`src/rtl/rst_n_seq.sv`:
```
// rst_n_seq: staggered reset release sequencer with optional sticky cause (RST_N_SEQ_CAUSE_EN)
module rst_n_seq #(
   parameter int NUM_DOMAINS    = 3,
   parameter int NUM_REQ        = 2,
   parameter int HOLD_CYCLES    = 16,
   parameter int STAGGER_CYCLES = 4
) (
   input  logic                   clk,
   input  logic                   async_rst_n,
   input  logic [NUM_REQ-1:0]     rst_req,
   input  logic                   cause_clr,
   output logic [NUM_DOMAINS-1:0] sync_rst_n,
   output logic                   busy,
   output logic [NUM_REQ:0]       cause
);
   localparam logic [1:0] ASSERT  = 2'd0;
   localparam logic [1:0] RELEASE = 2'd1;
   localparam logic [1:0] RUN     = 2'd2;
   logic [1:0]  state;
   logic [15:0] cnt;
   logic [3:0]  idx;
   logic        req_any;
   assign req_any = |rst_req;
   assign busy = ~&sync_rst_n;
   // hold all domains low for HOLD_CYCLES quiet cycles, then release them one by one in ascending order
   always_ff @(posedge clk or negedge async_rst_n) begin
      if (!async_rst_n) begin
         state      <= ASSERT;
         cnt        <= '0;
         idx        <= '0;
         sync_rst_n <= '0;
      end else if (state != ASSERT && req_any) begin
         state      <= ASSERT;
         cnt        <= '0;
         idx        <= '0;
         sync_rst_n <= '0;
      end else if (state == ASSERT) begin
         if (req_any) cnt <= '0;
         else if (cnt == 16'(HOLD_CYCLES - 1)) begin
            state      <= (NUM_DOMAINS == 1) ? RUN : RELEASE;
            cnt        <= '0;
            idx        <= 4'd1;
            sync_rst_n <= NUM_DOMAINS'(1);
         end else cnt <= cnt + 16'd1;
      end else if (state == RELEASE) begin
         if (cnt == 16'(STAGGER_CYCLES - 1)) begin
            sync_rst_n <= NUM_DOMAINS'({sync_rst_n, 1'b1});
            cnt        <= '0;
            idx        <= idx + 4'd1;
            if (idx == 4'(NUM_DOMAINS - 1)) state <= RUN;
         end else cnt <= cnt + 16'd1;
      end
   end
`ifdef RST_N_SEQ_CAUSE_EN
   // sticky cause: power-on sets bit0, each request sets its bit; a set beats a simultaneous clear
   always_ff @(posedge clk or negedge async_rst_n) begin
      if (!async_rst_n) cause <= (NUM_REQ + 1)'(1);
      else cause <= (cause_clr ? '0 : cause) | {rst_req, 1'b0};
   end
`else
   logic unused_cause_clr;
   assign unused_cause_clr = cause_clr;
   assign cause = '0;
`endif
endmodule
```
`config.mk`:
```
export PLATFORM = sky130hd
export DESIGN_NAME = rst_n_seq
export DESIGN_NICKNAME = d
export VERILOG_FILES = /design/src/rtl/rst_n_seq.sv
export SDC_FILE = /design/constraint.sdc
export NUM_CORES = 1
export LEC_CHECK = 0
export ABC_AREA = 1
export CAP_MARGIN = 20
export CORE_MARGIN = 5
export CORE_UTILIZATION = 54
export CTS_BUF_LIST = sky130_fd_sc_hd__clkbuf_8
export DETAILED_ROUTE_END_ITERATION = 10
export PLACE_DENSITY_LB_ADDON = 0.2
export SKIP_LAST_GASP = 1
export SLEW_MARGIN = 0
export SYNTH_ARGS = -nofsm -noshare
export SYNTH_HDL_FRONTEND = slang
export SYNTH_SLANG_ARGS = --single-unit
export TNS_END_PERCENT = 20
```
`constraint.sdc`:
```
create_clock -name clk -period 1.5 [get_ports clk]
set_input_delay 0.225 -clock clk [delete_from_list [all_inputs] [get_ports clk]]
set_output_delay 0.225 -clock clk [all_outputs]
set_load 0.05 [all_outputs]
```
Word level (Yosys, flattened, before mapping)
Index checks and enable logic that the tools add are counted.
- flip-flop bits (word level): 25
- output and inout port bits: 7
- $add $sub $neg: 2
- equality and inequality tests: 6
- multiplexer cells: 25
- reductions and logical operators: 11
- operator list (kind ; number):
    2-to-1 mux 16 bit ; 6
    2-to-1 mux 4 bit ; 6
    2-to-1 mux 3 bit ; 6
    adder 16 x 1 -> 16 bit (second input constant) ; 1
    equality test 16 x 2 -> 1 bit (second input constant) ; 1
    equality test 16 x 4 -> 1 bit (second input constant) ; 1
    2-to-1 mux 2 bit ; 7
    nonzero test 3 bit ; 3
    AND reduction 5 bit ; 1
    adder 4 x 1 -> 4 bit (second input constant) ; 1
    equality test 4 x 2 -> 1 bit (second input constant) ; 1
    AND reduction 4 bit ; 1
    inequality test 3 x 2 -> 1 bit (second input constant) ; 1
    inequality test 3 bit (second input constant) ; 1
    AND reduction 3 bit ; 1
    equality test 2 x 1 -> 1 bit (second input constant) ; 1
    zero test 2 bit ; 1
    nonzero test 2 bit ; 1
    OR reduction 2 bit ; 1
    logical AND 1 bit ; 1
    zero test 1 bit ; 1

Longest topological paths before layout
Gate-level depths: netlist of the first run.
- depth in word-level cells: 6
- depth in mapped cells: 9

Least setup slack after synthesis of the first run
OpenSTA, ideal clock, no wires.
- path type: register to register
- from: register cnt[0]
- to: register idx[2]
- library setup time: 0.124 ns
- arrival time: 1.314 ns
- data required time: 1.376 ns
- slack: 0.062 ns
- cell stages (with the launch flop): 10
- buffers on the path: 1
- period minus slack after synthesis: 1.438 ns
- cells stage by stage: dfrtp_1 > ha_1 > nand3_2 > nor2_1 > nand2_1 > nand2_2 > nand3_4 > buf_6 > nand2_1 > o21ai_2
- cells in the longest elaborated chain, start to end: 3
- elaborated cells on any way between the ends: 5
- those cells by class: 3 x eq/ne; 2 x reduce/logical
- ends and longest elaborated chain (what ; line ; source):
    start: declaration ; 20 ; logic [15:0] cnt;
    start signal: assignment ; 44 ; end else cnt <= cnt + 16'd1;
    start signal: assignment ; 51 ; end else cnt <= cnt + 16'd1;
    equality test 16 x 4 -> 1 bit or equality test 16 x 2 -> 1 bit (tied branches) ; 39, 46 ;
    inequality test 3 x 2 -> 1 bit (no source line) or nonzero test 3 bit (tied branches) ; n/a ;
    AND reduction 4 bit (no source line) (*) ; n/a ;
    end signal: assignment ; 49 ; idx <= idx + 4'd1;
    end: declaration ; 21 ; logic [3:0] idx;
Mark *: on every way between the ends. The rest lies on a longest branch, timed or not.
A chain may end at the register's enable or synchronous reset.

Worst setup path after layout of the first run
- from: register cnt[1]
- to: register cnt[8]
- cells in the longest elaborated chain, start to end: 5
- elaborated cells on any way between the ends: 9
- those cells by class: 1 x add/sub; 2 x eq/ne; 6 x mux
- ends and longest elaborated chain (what ; line ; source):
    adder 16 x 1 -> 16 bit, or another cell as far along ; 44, 51 ;
    2-to-1 mux 16 bit (on tied branches) ; 46, 39 ;
    2-to-1 mux 16 bit (on tied branches) ; 45, 38 ;
    2-to-1 mux 16 bit (*) ; 37 ; end else if (state == ASSERT) begin
    2-to-1 mux 16 bit (*) ; 32 ; end else if (state != ASSERT && req_any) begin
Mark *: on every way between the ends. The rest lies on a longest branch, timed or not. The select of a mux whose other input is x is not followed.

==> flow_metrics.py, run 1 <==
metrics = {
    "grt": {
        "track_usage_pct": 20.5,
        "grt_max_degree": 26,
        "grt_pass1_vias": 1518,
        "grt_overflow": 0,
        "grt_pass1_wl_mm": 6.71,
        "antenna_found_initial": 0,
    },
    "synthesis": {
        "synthDistinctLibCells": 32,
        "syn_area_um2": 1570,
        "ys_warn_count": 0,
        "ys_ff_latch": 25,
        "netlist_instances": 210,
        "ys_async_sr_fraction_pct": 100,
        "synth_top_cell_by_area": "dfrtp_1",
        "synthFlopType": "dfrtp_1",
        "synth.area.top_cells": "dfrtp_1 (40%), nand2_1 (11%), nor2_1 (8.1%)",
        "ys_seq_area_share_pct": 39.9,
        "yosys.area.top_type_share_pct": 39.9,
        "syn_area_per_cell_um2": 7.47,
        "synth_edf_count": 0,
    },
    "die": {
        "die_x_um": 63.9,
        "core_um2": 2780,
        "row_count": 19,
        "die_h_um": 63.9,
        "ios": 12,
        "dieArea_um2": 4080,
        "initial_core_util_pct": 56.4,
    },
    "cells_and_area": {
        "nNetsFinal": 254,
        "mostFrequentLayoutCells": "nand2_1 (41), nor2_1 (28), buf_4 (26)",
        "fillers": 221,
        "layout_commonest_cell": "nand2_1",
        "fin_util_pct": 73.3,
        "diodes": 0,
        "drive_gt1_share_pct": 31.4,
        "area_growth_pct": 29.9,
    },
    "setup_path": {
        "ff2ff_setup_slack_ns": 0.02,
        "r2r_start": "cnt[1]",
        "worstSetupEndpoint": "cnt[8]",
        "worstPathCellList": "ha_4 > nand2_1 > nor2_2 > nand2_2 > nand2_4 > nand3_4 > o21ai_1 > nor2_1",
        "critical_path_class": "flip-flop to flip-flop",
        "reg2reg_to": "cnt[8]",
        "end_kind": "flip-flop",
        "startpoint": "cnt[1]",
        "crit_slowest_cell": "dfrtp_1",
        "crit_fanout": 6,
        "worstSetupStartpointType": "flip-flop",
        "cpPeakStageDelay_ns": 0.40,
        "crit_required_ns": 1.67,
        "worstPathArrival_ns": 1.65,
        "worst-r2r-cell-count": 8,
    },
    "timing": {
        "hold_violations": 0,
        "setup_viol": 0,
        "rsz0062_at_grt": "true",
        "post-route-min-period_ns": 1.48,
        "fin_worst_skew_ns": 0.00418,
        "fin_hold_ws_ns": 0.310,
        "fin_crit_sh_pct": 98.9,
        "timing.fmax_mhz": 674,
        "slew_viol_final": 0,
        "fin_setup_tns_ns": 0,
    },
    "power_and_ir_drop": {
        "p_leak_nw": 0.964,
        "power_density_nw_per_um2": 638,
        "ir_drop_v": 0.000672,
    },
    "min_path": {
        "hold_class": "primary input to async pin",
    },
    "cts": {
        "cts_buffers": 3,
        "cts_hold_buf": 0,
        "clock_tree.root_cell": "clkbuf_8",
        "cts_tree": "done",
        "clock_sinks": 25,
        "clock_latency_ns": 0.27,
        "clkTransAtPathRegs_ns": 0.09,
        "clockBufferDepth": 2,
        "htreeDepth": 1,
    },
    "route": {
        "drc": 0,
        "drtIter0Drc": 110,
        "postRouteAntennaNets": 0,
        "first_pass_iters": 4,
        "wl_per_cell_um": 14.5,
        "vias_per_cell": 5.48,
        "wirelength_mm": 4.01,
        "vias": 1512,
    },
    "placed_design": {
        "port_buffers": 7,
        "dpl.hpwl_mm": 2.72,
        "gp_congestion": 0.922,
    },
    "run_status": {
        "status": "finished clean",
    },
    "job": {
        "maxCapViolCount": 0,
    },
}
## repair_timing
action,in CTS,in global routing
setup endpoints to repair,17,25
hold endpoints to repair,0,0
gates cloned,1,0
gates resized for setup,6,22
pin swaps,1,8
setup buffers,0,4
## registers in the layout (all words and copies together) (netlist names)
register    count
cnt            16
idx             4
state           2
sync_rst_n      3
## synthesized netlist by cell type, drive strengths merged (2+ instances only)
cell type	n
nand2	51
nor2	39
inv	26
dfrtp	25
nand3	21
o21ai	13
a21oi	7
buf	5
nand4	5
nor3	4
ha	3
or2	2
xnor2	2
## logic make-up (layout without fill, tap and decap cells)
group,after synthesis,count (layout),synth area share [%]
other cells,1,3,0.239
compound gates,22,22,8.85
fa+ha+maj,3,3,2.39
buf+inv,31,63,8.69
xor+xnor,3,3,1.67
flops,25,25,39.9
simple gates,125,126,38.3
## through the flow
stage               instance area [µm²]  setup slack, ns  power (W)  instances
floorplan                          1580           0.0625   0.000808        212
global placement                   1850           -0.120   0.000872        267
CTS                                1940         -0.00955    0.00129        272
finish                             2040           0.0170    0.00130        276
detailed placement                 1850           -0.162   0.000884        267
global route                       2040          -0.0930    0.00136        276
## layer usage
metal	routed length, µm	track usage (%)	share of wire (%)
met2	1980	33.8	49
met4	70	7.53	1.7
met5	0	0	0
met3	202	4.38	5.0
met1	1760	26.3	44
## critical path: cells and delay by family, from the launching register on
family	cells	cell delay [ns]
AOI/OAI and AO/OA	1	0.14
adders and majority gates	1	0.18
DFF	1	0.40
and+or+nand+nor	6	0.65
## final cells by class
class | count | area, µm² | share of cell area (%)
Multi-Input combinational cell | 157 | 918 | 45.1
Sequential cell | 25 | 627 | 30.8
Timing Repair Buffer | 33 | 305 | 15.0
Inverter | 26 | 103 | 5.03
Clock buffer | 3 | 41.3 | 2.03
Tap cell | 31 | 38.8 | 1.90
Clock inverter | 1 | 5.00 | 0.246
## how the worst min path moves through the flow
stage / slack [ns] / to / startpoint / cells after the start
finish: 0.31 / cnt[1] / async_rst_n / 2
global route: 0.34 / cnt[3] / async_rst_n / 2
CTS: 0.33 / state[0] / async_rst_n / 2
detailed placement: 0.50 / idx[3] / idx[3] / 2
global placement: 0.50 / idx[3] / idx[3] / 2
floorplan: -0.07 / cnt[0] / async_rst_n / 0
## power breakdown
group	switching, W	internal [W]	total [W]	leakage, nW
logic	0.000106	0.0000778	0.000184	0.593
registers	0.0000188	0.000692	0.000711	0.346
clock network	0.000220	0.000186	0.000406	0.0255
total	0.000344	0.000956	0.00130	0.964
Power figures use the tool's default switching activity.
==> run 2, diff against run 1 <==
--- a/config.mk
+++ b/config.mk
@@ -11,6 +11,7 @@
 export CORE_UTILIZATION = 54
 export CTS_BUF_LIST = sky130_fd_sc_hd__clkbuf_8
 export DETAILED_ROUTE_END_ITERATION = 10
+export GPL_ROUTABILITY_DRIVEN = 0
 export PLACE_DENSITY_LB_ADDON = 0.2
 export SKIP_LAST_GASP = 1
 export SLEW_MARGIN = 0
==> run 2 against run 1 <==
Sequential cell count unchanged. First-iteration DRC count decreased by 15%. Sequential power increased by 0.6%. Sequential share of layout area decreased by 0.59 points. Critical path depth decreased by 1. Cell area increased by 2.0%. Non-clock buffer count unchanged. Combinational power increased by 8%. Maximum frequency decreased by 0.18%. Critical endpoint is now state[1]. Largest cell class unchanged.
==> flow_metrics.py, run 2 (synthesis results as in run 1) <==
metrics = {
    "cts": {
        "cts_tree": "done",
        "clockBufferDepth": 2,
        "cts_buffers": 3,
        "clkTransAtPathRegs_ns": 0.09,
        "clock_tree.root_cell": "clkbuf_8",
        "clock_sinks": 25,
        "htreeDepth": 1,
        "cts_hold_buf": 0,
        "clock_latency_ns": 0.27,
    },
    "setup_path": {
        "crit_required_ns": 1.66,
        "worstSetupStartpointType": "flip-flop",
        "end_kind": "flip-flop",
        "critical_path_class": "flip-flop to flip-flop",
        "crit_fanout": 9,
        "worstPathArrival_ns": 1.64,
    },
    "grt": {
        "grt_overflow": 0,
        "track_usage_pct": 20.4,
        "grt_pass1_wl_mm": 6.71,
        "grt_pass1_vias": 1498,
        "grt_max_degree": 26,
        "antenna_found_initial": 0,
    },
    "route": {
        "postRouteAntennaNets": 0,
        "wirelength_mm": 4.02,
        "drtIter0Drc": 93,
        "first_pass_iters": 4,
        "vias": 1529,
        "wl_per_cell_um": 14.6,
        "vias_per_cell": 5.54,
        "drc": 0,
    },
    "cells_and_area": {
        "top_register": "cnt",
        "nNetsFinal": 254,
        "mostFrequentLayoutCells": "nand2_1 (42), nor2_1 (26), inv_1 (24), dfrtp_1 (24), buf_4 (24)",
        "final_area_um2": 2080,
        "fillers": 206,
        "reg_top3": "cnt x16, idx x4, sync_rst_n x3",
        "layout_commonest_cell": "nand2_1",
        "instances_no_fill": 276,
        "diodes": 0,
        "area_growth_pct": 32.5,
        "largest_reg_flops": 16,
        "drive_gt1_share_pct": 32.2,
    },
    "timing": {
        "post-route-min-period_ns": 1.49,
        "timing.fmax_mhz": 673,
        "fin_hold_ws_ns": 0.311,
        "slew_viol_final": 0,
        "fin_worst_skew_ns": 0.00386,
        "worst_slack_ns": 0.0144,
        "rsz0062_at_grt": "true",
        "setup_viol": 0,
        "fin_crit_sh_pct": 99.0,
        "hold_violations": 0,
    },
    "die": {
        "ios": 12,
        "core_um2": 2780,
        "dieArea_um2": 4080,
        "row_count": 19,
        "die_x_um": 63.9,
        "die_h_um": 63.9,
        "initial_core_util_pct": 56.4,
    },
    "placed_design": {
        "dp_slack_ns": -0.152,
        "port_buffers": 7,
        "placedCellCount": 270,
        "dpl.hpwl_mm": 2.81,
        "post_dp_cell_area_um2": 1870,
    },
    "power_and_ir_drop": {
        "power_w": 0.00132,
        "ir_drop_v": 0.000643,
        "power_density_nw_per_um2": 634,
        "p_leak_nw": 0.986,
    },
    "run_status": {
        "status": "finished clean",
    },
    "job": {
        "maxCapViolCount": 0,
    },
    "min_path": {
        "hold_class": "primary input to async pin",
    },
}
-- run 2: cell types whose count changed in the layout (fill, tap and decap cells not counted), sizes merged --
cell    previous run  this run
clkinv             1         0
inv               26        27
-- run 2: power breakdown --
part | total (W) | internal (W) | switching, W
Clock | 0.000403 | 0.000184 | 0.000219
Sequential | 0.000715 | 0.000693 | 0.0000227
Combinational | 0.000199 | 0.0000861 | 0.000113
-- run 2: final timing paths --
kind	from	end	slack (ns)	cells after the start
min reg2reg	idx[3]	idx[3]	0.56	2
max reg2reg	state[0]	state[1]	0.01	7
min	async_rst_n	cnt[0]	0.31	2
max in group asynchronous	async_rst_n	cnt[2]	0.93	2
min in group clk	idx[3]	idx[3]	0.56	2
max	state[0]	state[1]	0.01	7
-- run 2: cell type report --
cell class	count	area (µm²)	area share (%)
Timing Repair Buffer	33	313	15.1
Clock inverter	1	3.75	0.181
Inverter	26	103	4.94
Tap cell	31	38.8	1.87
Clock buffer	3	41.3	1.99
Multi-Input combinational cell	157	952	45.8
Sequential cell	25	627	30.2
-- run 2: routing by layer --
metal	GRT usage [%]	part of all wire, %
met1	26.4	42
met2	33.3	52
met3	3.85	4.8
met4	8.31	1.6
met5	0	0
-- run 2: stage by stage --
step / util, % / setup TNS [ns]
global placement: 67.4 / -1.73
finish: 74.7 / 0
global route: 74.7 / -0.978
floorplan: - / 0
detailed placement: 67.4 / -2.27
CTS: 70.2 / 0
-- run 2: repair_timing --
| item | 4_1_cts | 5_1_grt |
|---|---|---|
| pin swaps | 0 | 15 |
| gates cloned | 0 | 1 |
| endpoints found under the setup margin | 16 | 25 |
| gates resized for setup | 6 | 31 |
| setup buffers | 0 | 1 |
-- run 2: worst max-delay path, cell delays in order (launching register included) --
cell	delay [ns]
dfrtp_1	0.45
nor2_4	0.30
nand2_1	0.11
nand2_1	0.07
inv_1	0.12
buf_4	0.17
nand4_1	0.10
nand2_1	0.06
==> run 3, diff against run 2 <==
--- a/config.mk
+++ b/config.mk
@@ -8,7 +8,7 @@
 export ABC_AREA = 1
 export CAP_MARGIN = 20
 export CORE_MARGIN = 5
-export CORE_UTILIZATION = 54
+export CORE_UTILIZATION = 65
 export CTS_BUF_LIST = sky130_fd_sc_hd__clkbuf_8
 export DETAILED_ROUTE_END_ITERATION = 10
 export GPL_ROUTABILITY_DRIVEN = 0
==> constraint.sdc (replaced) <==
create_clock -name clk -period 1.8 [get_ports clk]
set_input_delay 0.27 -clock clk [delete_from_list [all_inputs] [get_ports clk]]
set_output_delay 0.27 -clock clk [all_outputs]
set_load 0.05 [all_outputs]
==> run 3 against run 2 <==
Combinational power down 47%. Critical path depth fell by 6. Cell area decreased by 16%. Worst hold slack improved by 0.050 ns. First-iteration DRC count rose by 38%. Clock skew barely moved. Power is 22% lower. Largest power group unchanged. Highest routed layer unchanged.
==> flow_metrics.py, run 3 (synthesis results as in run 1) <==
metrics = {
    "run_status": {
        "status": "finished clean",
    },
    "grt": {
        "track_usage_pct": 21.5,
        "grt_pass1_wl_mm": 5.95,
        "grt_max_degree": 26,
        "grt_pass1_vias": 1380,
        "antenna_found_initial": 0,
        "grt_overflow": 0,
    },
    "setup_path": {
        "crit_fanout": 3,
        "cpPeakStageDelay_ns": 0.81,
        "worst-r2r-cell-count": 8,
        "ff2ff_setup_slack_ns": 0.14,
        "r2r_start": "cnt[0]",
        "reg2reg_to": "cnt[10]",
        "cp_top_family": "buffers and inverters",
        "worstSetupStartpointType": "flip-flop",
        "crit_slowest_cell": "clkdlybuf4s50_1",
        "startpoint": "sync_rst_n[2]",
        "critical_path_class": "flip-flop to primary output",
        "crit_required_ns": 1.53,
        "cp.buffers_inverters": 1,
        "worstPathCellList": "clkdlybuf4s50_1",
        "end_kind": "primary output",
        "worstPathArrival_ns": 1.44,
    },
    "cells_and_area": {
        "area_growth_pct": 11.7,
        "nNetsFinal": 236,
        "fillers": 158,
        "largest_reg_flops": 16,
        "diodes": 0,
        "drive_gt1_share_pct": 17.2,
        "layout_commonest_cell": "nand2_1",
        "reg_top3": "cnt x16, idx x4, sync_rst_n x3",
        "mostFrequentLayoutCells": "nand2_1 (48), nor2_1 (34), inv_1 (25), dfrtp_1 (25), nand3_1 (17)",
        "top_register": "cnt",
    },
    "power_and_ir_drop": {
        "power_w": 0.00103,
        "ir_drop_v": 0.000481,
        "p_leak_nw": 0.830,
        "power_density_nw_per_um2": 587,
    },
    "route": {
        "wirelength_mm": 3.25,
        "first_pass_iters": 4,
        "vias": 1404,
        "drc": 0,
        "drtIter0Drc": 128,
        "vias_per_cell": 5.51,
        "postRouteAntennaNets": 0,
        "wl_per_cell_um": 12.7,
    },
    "placed_design": {
        "dpl.hpwl_mm": 2.50,
        "port_buffers": 7,
    },
    "cts": {
        "clock_latency_ns": 0.27,
        "clock_tree.root_cell": "clkbuf_8",
        "clock_sinks": 25,
        "clkTransAtPathRegs_ns": 0.09,
        "cts_tree": "done",
        "clockBufferDepth": 2,
        "htreeDepth": 1,
        "cts_buffers": 3,
    },
    "timing": {
        "fin_worst_skew_ns": 0.00355,
        "timing.fmax_mhz": 584,
        "post-route-min-period_ns": 1.71,
        "fin_setup_tns_ns": 0,
        "rsz0062_at_grt": "false",
        "hold_violations": 0,
        "slew_viol_final": 0,
        "setup_viol": 0,
        "fin_crit_sh_pct": 95.1,
    },
    "min_path": {
        "hold_class": "primary input to async pin",
    },
    "die": {
        "die_h_um": 59.1,
        "row_count": 17,
        "core_um2": 2250,
        "initial_core_util_pct": 69.6,
        "dieArea_um2": 3500,
        "die_x_um": 59.1,
        "ios": 12,
    },
    "job": {
        "maxCapViolCount": 0,
    },
}
## run 3: per-layer routing
metal	wire length [µm]	track usage, %	vias up
met4	25	6.47	0
li1	-	-	706
met2	1590	37.2	47
met5	0	0	-
met3	168	3.05	4
met1	1460	27.7	647
## run 3: worst max path at each step
stage                          to  cells after the start
floorplan                  idx[2]                      9
global placement           cnt[5]                      7
detailed placement        cnt[15]                      7
CTS                 sync_rst_n[2]                      1
global route              cnt[13]                      8
finish              sync_rst_n[2]                      1
## run 3: worst register-to-register path, cell delays in order, from the launching register on
cell	delay, ns
dfrtp_1	0.40
ha_2	0.23
nand3_2	0.14
nor2_1	0.13
nand2_1	0.11
nand3_1	0.14
nand3_2	0.18
inv_4	0.15
nor2_1	0.06
## run 3: through the flow
stage	hold WS, ns	setup slack [ns]	cell area, µm²	instances	util (%)
2_1_floorplan	-0.0256	0.362	1580	212	-
3_3_place_gp	0.492	0.143	1700	251	75.5
3_5_place_dp	0.504	0.117	1700	251	75.5
4_1_cts	0.374	0.0787	1750	255	77.5
5_1_grt	0.400	0.00652	1750	255	77.7
6_report	0.362	0.0879	1750	255	77.7
## run 3: layout make-up
type / instances / area (µm²) / area share, %
Clock inverter: 1 / 3.75 / 0.214
Timing Repair Buffer: 16 / 130 / 7.42
Inverter: 26 / 100 / 5.71
Tap cell: 28 / 35.0 / 2.00
Multi-Input combinational cell: 156 / 817 / 46.6
Sequential cell: 25 / 626 / 35.7
Clock buffer: 3 / 41.3 / 2.36
## run 3: what timing repair did
item	4_1_cts	5_1_grt
setup endpoints to repair	0	8
hold buffers	0	0
resized for setup	0	2
setup buffers	0	0
## run 3: where the power goes
group | switching [W] | internal, W | total (W) | leakage [nW]
registers | 0.0000179 | 0.000577 | 0.000595 | 0.348
logic | 0.0000706 | 0.0000359 | 0.000106 | 0.455
clock network | 0.000175 | 0.000153 | 0.000327 | 0.0269
